--- config.mk ---
export PLATFORM = sky130hd
export DESIGN_NAME = iot_feed_sched
export DESIGN_NICKNAME = d
export VERILOG_FILES = /design/src/rtl/iot_feed_sched_pkg.sv /design/src/rtl/iot_rr_pick.sv /design/src/rtl/iot_feed_sched.sv
export SDC_FILE = /design/constraint.sdc
export NUM_CORES = 1
export LEC_CHECK = 0
export BUFFER_PORTS_ARGS = -buffer_cell sky130_fd_sc_hd__buf_2
export CAP_MARGIN = 20
export CELL_PAD_IN_SITES_DETAIL_PLACEMENT = 0
export CELL_PAD_IN_SITES_GLOBAL_PLACEMENT = 1
export CORE_MARGIN = 2
export CORE_UTILIZATION = 42
export CTS_BUF_LIST = sky130_fd_sc_hd__clkbuf_8
export CTS_CLUSTER_DIAMETER = 100
export DETAILED_ROUTE_END_ITERATION = 8
export PLACE_DENSITY = 0.95
export SKIP_LAST_GASP = 1
export SLEW_MARGIN = 10
export SYNTH_ARGS = -nofsm -noshare
export SYNTH_HDL_FRONTEND = slang
export SYNTH_SLANG_ARGS = --single-unit
--- constraint.sdc ---
create_clock -name clk -period 3.7 [get_ports clk]
set_input_delay 0.74 -clock clk [delete_from_list [all_inputs] [get_ports clk]]
set_output_delay 0.74 -clock clk [all_outputs]
set_load 0.1 [all_outputs]
--- src/rtl/iot_feed_sched_pkg.sv ---
// Shared types and constants for the IoT feed scheduler and its picker.
package iot_feed_sched_pkg;

    localparam int unsigned BYTES_PER_WORD  = 16;
    localparam int unsigned WORDS_PER_ROUND = 8;
    localparam int unsigned FN_W            = 3;
    localparam int unsigned CH_W            = 3;

    localparam logic [FN_W-1:0] FN_NONE     = 3'd0;
    localparam logic [FN_W-1:0] FN_MAX      = 3'd1;
    localparam logic [FN_W-1:0] FN_MIN      = 3'd2;
    localparam logic [FN_W-1:0] FN_AVG      = 3'd3;
    localparam logic [FN_W-1:0] FN_EXTRACT  = 3'd4;
    localparam logic [FN_W-1:0] FN_EXCLUDE  = 3'd5;
    localparam logic [FN_W-1:0] FN_PEAK_MAX = 3'd6;
    localparam logic [FN_W-1:0] FN_PEAK_MIN = 3'd7;

    typedef enum logic [1:0] {
        IDLE  = 2'd0,
        FEED  = 2'd1,
        DRAIN = 2'd2
    } state_t;

endpackage

--- src/rtl/iot_rr_pick.sv ---
// Combinational round-robin picker: first set bit of mask at or after ptr, wrapping.
module iot_rr_pick
    import iot_feed_sched_pkg::*;
#(
    parameter int unsigned NUM_CH = 4
) (
    input  logic [NUM_CH-1:0] mask,
    input  logic [CH_W-1:0]   ptr,
    output logic              found,
    output logic [CH_W-1:0]   idx
);

    // Upper segment [ptr..NUM_CH-1] first, then the wrapped segment from 0.
    always_comb begin
        found = 1'b0;
        idx   = '0;
        for (int unsigned i = 0; i < NUM_CH; i++) begin
            if (!found && mask[i] && (CH_W'(i) >= ptr)) begin
                found = 1'b1;
                idx   = CH_W'(i);
            end
        end
        for (int unsigned i = 0; i < NUM_CH; i++) begin
            if (!found && mask[i]) begin
                found = 1'b1;
                idx   = CH_W'(i);
            end
        end
    end

endmodule

--- src/rtl/iot_feed_sched.sv ---
// Round-level scheduler sharing one byte-serial filter datapath among NUM_CH channels.
module iot_feed_sched
    import iot_feed_sched_pkg::*;
#(
    parameter int unsigned NUM_CH          = 4,
    parameter int unsigned BYTES_PER_ROUND = BYTES_PER_WORD * WORDS_PER_ROUND,
    parameter int unsigned DRAIN_CYCLES    = 4
) (
    input  logic                   clk,
    input  logic                   rst,
    input  logic [NUM_CH-1:0]      ch_req,
    input  logic [8*NUM_CH-1:0]    ch_data,
    input  logic [FN_W*NUM_CH-1:0] ch_fn,
    output logic [NUM_CH-1:0]      ch_ack,
    input  logic                   dp_busy,
    input  logic                   dp_valid,
    output logic                   dp_in_en,
    output logic [7:0]             dp_iot_in,
    output logic [FN_W-1:0]        dp_fn_sel,
    output logic [CH_W-1:0]        cur_ch,
    output logic                   round_done,
    output logic [3:0]             last_valid_cnt,
    output logic [15:0]            rounds_total
);

    localparam int unsigned BYTE_W  = $clog2(BYTES_PER_ROUND);
    localparam int unsigned DRAIN_W = $clog2(DRAIN_CYCLES) + 1;

    state_t              state;
    logic [BYTE_W-1:0]   byte_cnt;
    logic [DRAIN_W-1:0]  drain_cnt;
    logic [3:0]          vcnt;
    logic [3:0]          vcnt_next;
    logic [CH_W-1:0]     rr_ptr;
    logic [NUM_CH-1:0]   elig;
    logic                pick_found;
    logic [CH_W-1:0]     pick_idx;
    logic [FN_W-1:0]     pick_fn;
    logic                cur_req;
    logic [7:0]          cur_data;

    iot_rr_pick #(.NUM_CH(NUM_CH)) u_pick (
        .mask  (elig),
        .ptr   (rr_ptr),
        .found (pick_found),
        .idx   (pick_idx)
    );

    // Per-channel muxing: eligibility, picked channel's function, granted channel's byte.
    always_comb begin
        elig     = '0;
        pick_fn  = FN_NONE;
        cur_req  = 1'b0;
        cur_data = '0;
        for (int unsigned i = 0; i < NUM_CH; i++) begin
            elig[i] = ch_req[i] && (ch_fn[FN_W*i +: FN_W] != FN_NONE);
            if (pick_idx == CH_W'(i)) begin
                pick_fn = ch_fn[FN_W*i +: FN_W];
            end
            if (cur_ch == CH_W'(i)) begin
                cur_req  = ch_req[i];
                cur_data = ch_data[8*i +: 8];
            end
        end
    end

    // Zero-latency handshake toward both the channel and the datapath.
    always_comb begin
        dp_in_en  = (state == FEED) && cur_req && !dp_busy;
        dp_iot_in = (state == FEED) ? cur_data : 8'h00;
        ch_ack    = '0;
        for (int unsigned i = 0; i < NUM_CH; i++) begin
            ch_ack[i] = dp_in_en && (cur_ch == CH_W'(i));
        end
        vcnt_next = (dp_valid && (vcnt != 4'hF)) ? vcnt + 4'd1 : vcnt;
    end

    always_ff @(posedge clk or posedge rst) begin
        if (rst) begin
            state          <= IDLE;
            dp_fn_sel      <= FN_NONE;
            cur_ch         <= '0;
            round_done     <= 1'b0;
            last_valid_cnt <= '0;
            rounds_total   <= '0;
            byte_cnt       <= '0;
            drain_cnt      <= '0;
            vcnt           <= '0;
            rr_ptr         <= '0;
        end else begin
            round_done <= 1'b0;
            case (state)
                IDLE: begin
                    if (pick_found) begin
                        cur_ch    <= pick_idx;
                        dp_fn_sel <= pick_fn;
                        byte_cnt  <= '0;
                        vcnt      <= '0;
                        state     <= FEED;
                    end
                end
                FEED: begin
                    vcnt <= vcnt_next;
                    if (dp_in_en) begin
                        byte_cnt <= byte_cnt + BYTE_W'(1);
                        if (byte_cnt == BYTE_W'(BYTES_PER_ROUND - 1)) begin
                            drain_cnt <= '0;
                            state     <= DRAIN;
                        end
                    end
                end
                DRAIN: begin
                    vcnt      <= vcnt_next;
                    drain_cnt <= drain_cnt + DRAIN_W'(1);
                    // fn_sel stays put through drain so trailing outputs match the round's function.
                    if (drain_cnt == DRAIN_W'(DRAIN_CYCLES - 1)) begin
                        round_done     <= 1'b1;
                        rounds_total   <= rounds_total + 16'd1;
                        last_valid_cnt <= vcnt_next;
                        rr_ptr         <= (cur_ch == CH_W'(NUM_CH - 1)) ? '0 : cur_ch + CH_W'(1);
                        state          <= IDLE;
                    end
                end
                default: state <= IDLE;
            endcase
        end
    end

endmodule

==> impl_metrics.json <==
{
  "crit_type": "flop to output port",
  "yosys-mux-area-fraction_pct": 4.03,
  "num_vias": 2694,
  "critPathMaxStageDelay_ps": 590,
  "start_util_pct": 44.0,
  "postCtsResizedCells": 0,
  "die_area_um2": 7400,
  "placedCellCount": 474,
  "synth_nets": 378,
  "whs_endpoint": "rounds_total[15]",
  "clockPowerShare_pct": 14.3,
  "synth_top_family_by_area": "simple AND/OR/NAND/NOR gates",
  "final_max_slew_viol_count": 0,
  "maxCapViolations": 0,
  "max_freq_mhz": 299,
  "cpMostUsedCell": "inv_1",
  "r2r-end": "byte_cnt[5]",
  "area_growth_pct": 23.1,
  "antenna_found_initial": 0,
  "critical_path.max_fanout": 19,
  "layout_common_cells": "90 x buf_2, 44 x dfrtp_1, 27 x nand2_1, 18 x inv_1, 17 x o21ai_0",
  "drt_iter0_drc": 137,
  "synth_area_um2": 2830,
  "hold_path_class": "flop to flop",
  "wl_per_cell_um": 14.4,
  "nNetsFinal": 468,
  "worst_r2r_startpoint": "cur_ch[0]",
  "grtUsageTotal_pct": 19.5,
  "synth_enable_flop_cells": 0,
  "p_int_mw": 1.13,
  "rows": 29,
  "clk_pin_slew_ps": 80,
  "worst_pin_slew_ps": 671,
  "maxSlewHeadroom_pct": 55.1,
  "final_common_cell": "buf_2",
  "clock_latency_ps": 300,
  "stdcell_count": 482,
  "setup_viol": 0,
  "pwr-share-seq_pct": 25.5,
  "drive_gt1_share_pct": 29.4,
  "leakage_nw": 1.69,
  "seq_area_um2": 1100,
  "synthAdderAreaFrac_pct": 5.31,
  "outcome": "completed",
  "postCtsHoldBufs": 0,
  "synthArstFlopShare_pct": 100,
  "arrival_ps": 2610,
  "min-delay-start": "rounds_total[15]",
  "fin_skew_ps": 4.77,
  "rsz0062_at_grt": "false",
  "period_share_pct": 90.5,
  "cts-root-buf": "clkbuf_8",
  "ff2ff_path_depth": 6,
  "grt_max_degree": 45,
  "dpl.hpwl_um": 5340,
  "ff2ff_setup_slack_ps": 1210,
  "drcViolationCount": 0,
  "die_h_um": 86.1,
  "ys_warn_count": 0,
  "path_buf_inv": 3,
  "multi_input_area_um2": 1640,
  "synth_cell_types": 55,
  "synth_xor_area_share_pct": 4.96,
  "cp-end-kind": "output port",
  "p_switching_mw": 1.35,
  "ir_worst_vdd_uv": 662,
  "die_w_um": 86.1,
  "synth_seq_cells": 44,
  "clockBufferDepth": 2,
  "post_cts_buffers": 0,
  "synth-simple-area-share_pct": 21.5,
  "synthCells": 314,
  "io_pins": 92,
  "antenna_cells": 0,
  "crit_chain": "inv_1 -> ha_1 -> a2111oi_4 -> nand2_1 -> inv_1 -> buf_2",
  "gp_congestion": 0.920,
  "crit_required_ps": 2960,
  "cts_tree": "done",
  "power.density_nw_per_um2": 714,
  "switching_share_pct": 54.3,
  "grt_pass1_vias": 2559,
  "port_buffers": 90,
  "setup_tns_ps": 0,
  "synth_compound_area_share_pct": 21.3,
  "fill_cells": 620,
  "drt-pass1-iter-count": 4,
  "hold_depth": 1,
  "htree_levels": 2,
  "vias_per_cell": 5.59,
  "period_minus_slack_ps": 3350,
  "ys.flop_type": "dfrtp_1",
  "avgSynthCellArea_um2": 9.01,
  "overflow": 0,
  "finalHoldViolations": 0,
  "combinationalPowerShare_pct": 60.2,
  "grt_pass1_wl_um": 11600,
  "drt_wl_total_um": 6950,
  "core_area_um2": 6420,
  "cp-start-kind": "flop",
  "path_delay_family": "buffers and inverters",
  "ys_seq_area_share_pct": 38.9,
  "clock-sinks": 44,
  "numCtsBuffers": 5,
  "slowest_stage": "a2111oi_4",
  "antenna_left": 0
}
[cell usage after synthesis, drive strengths merged, types with 10 or more instances]
library cell  instances  area share (%)
dfrtp                44              39
nor2                 22             2.9
nand3                14             2.5
xnor2                11             3.4
inv                  18             2.4
o21ai                17             3.0
nor3                 13             2.3
a21oi                13             2.3
nand2                27             3.6
nor2b                10             2.2
ha                   12             5.3
[worst max-delay path by stage]
stage,startpoint,end,slack (ps),cells after the start
2_1_floorplan,cur_ch[1],dp_iot_in[4],110,7
3_3_place_gp,ch_req[2],dp_in_en,740,6
3_5_place_dp,cur_ch[1],dp_iot_in[7],660,8
4_1_cts,cur_ch[1],dp_iot_in[7],340,8
5_1_grt,cur_ch[1],dp_iot_in[3],100,8
6_report,cur_ch[0],dp_in_en,350,6
[power groups by stage]
stage	clock network, mW	logic, mW	registers (mW)
4_1_cts	0.368	1.50	0.631
3_5_place_dp	0	1.50	0.637
2_1_floorplan	0	0.974	0.880
6_report	0.356	1.50	0.632
3_3_place_gp	0	1.47	0.634
5_1_grt	0.387	1.62	0.647
[cell families after synthesis]
logic type               after synthesis
buffers and inverters                 28
flip-flops                            44
other                                  1
AO/OA/AOI/OAI                         83
AND/OR/NAND/NOR                      119
multiplexers                          11
XOR/XNOR                              16
adder cells (fa/ha/maj)               12
[registers in the layout (all words and copies together) (netlist names)]
register,cells
dp_fn_sel,3
state,2
rounds_total,16
last_valid_cnt,4
drain_cnt,3
rr_ptr,2
vcnt,4
round_done,1
cur_ch,2
byte_cnt,7
[cell type report]
class | instances | share of cell area [%]
multi-input combinational | 242 | 47.0
sequential | 44 | 31.6
tap | 77 | 2.77
clock buffer | 5 | 1.98
timing repair buffer | 93 | 13.6
clock inverter | 3 | 1.11
inverter | 18 | 1.94
[metal layers]
layer  up-vias  track usage [%]  wire length [µm]
li1       1324                -                 -
met1      1286             24.6              3030
met2        77             33.1              3450
met3         7             4.52               379
met4         0             5.77                83
met5         -                0                 0
[per-stage QoR]
stage               hold WS, ps  instance area, µm²  total power [mW]  util [%]  setup WS, ps
floorplan                   468                2850              1.85         -           109
global placement            453                3370              2.11      52.5           744
detailed placement          461                3370              2.14      52.5           662
CTS                         472                3480              2.50      54.2           336
global route                492                3480              2.65      54.2          97.6
finish                      471                3480              2.48      54.2           351
Power figures use the tool's default switching activity.
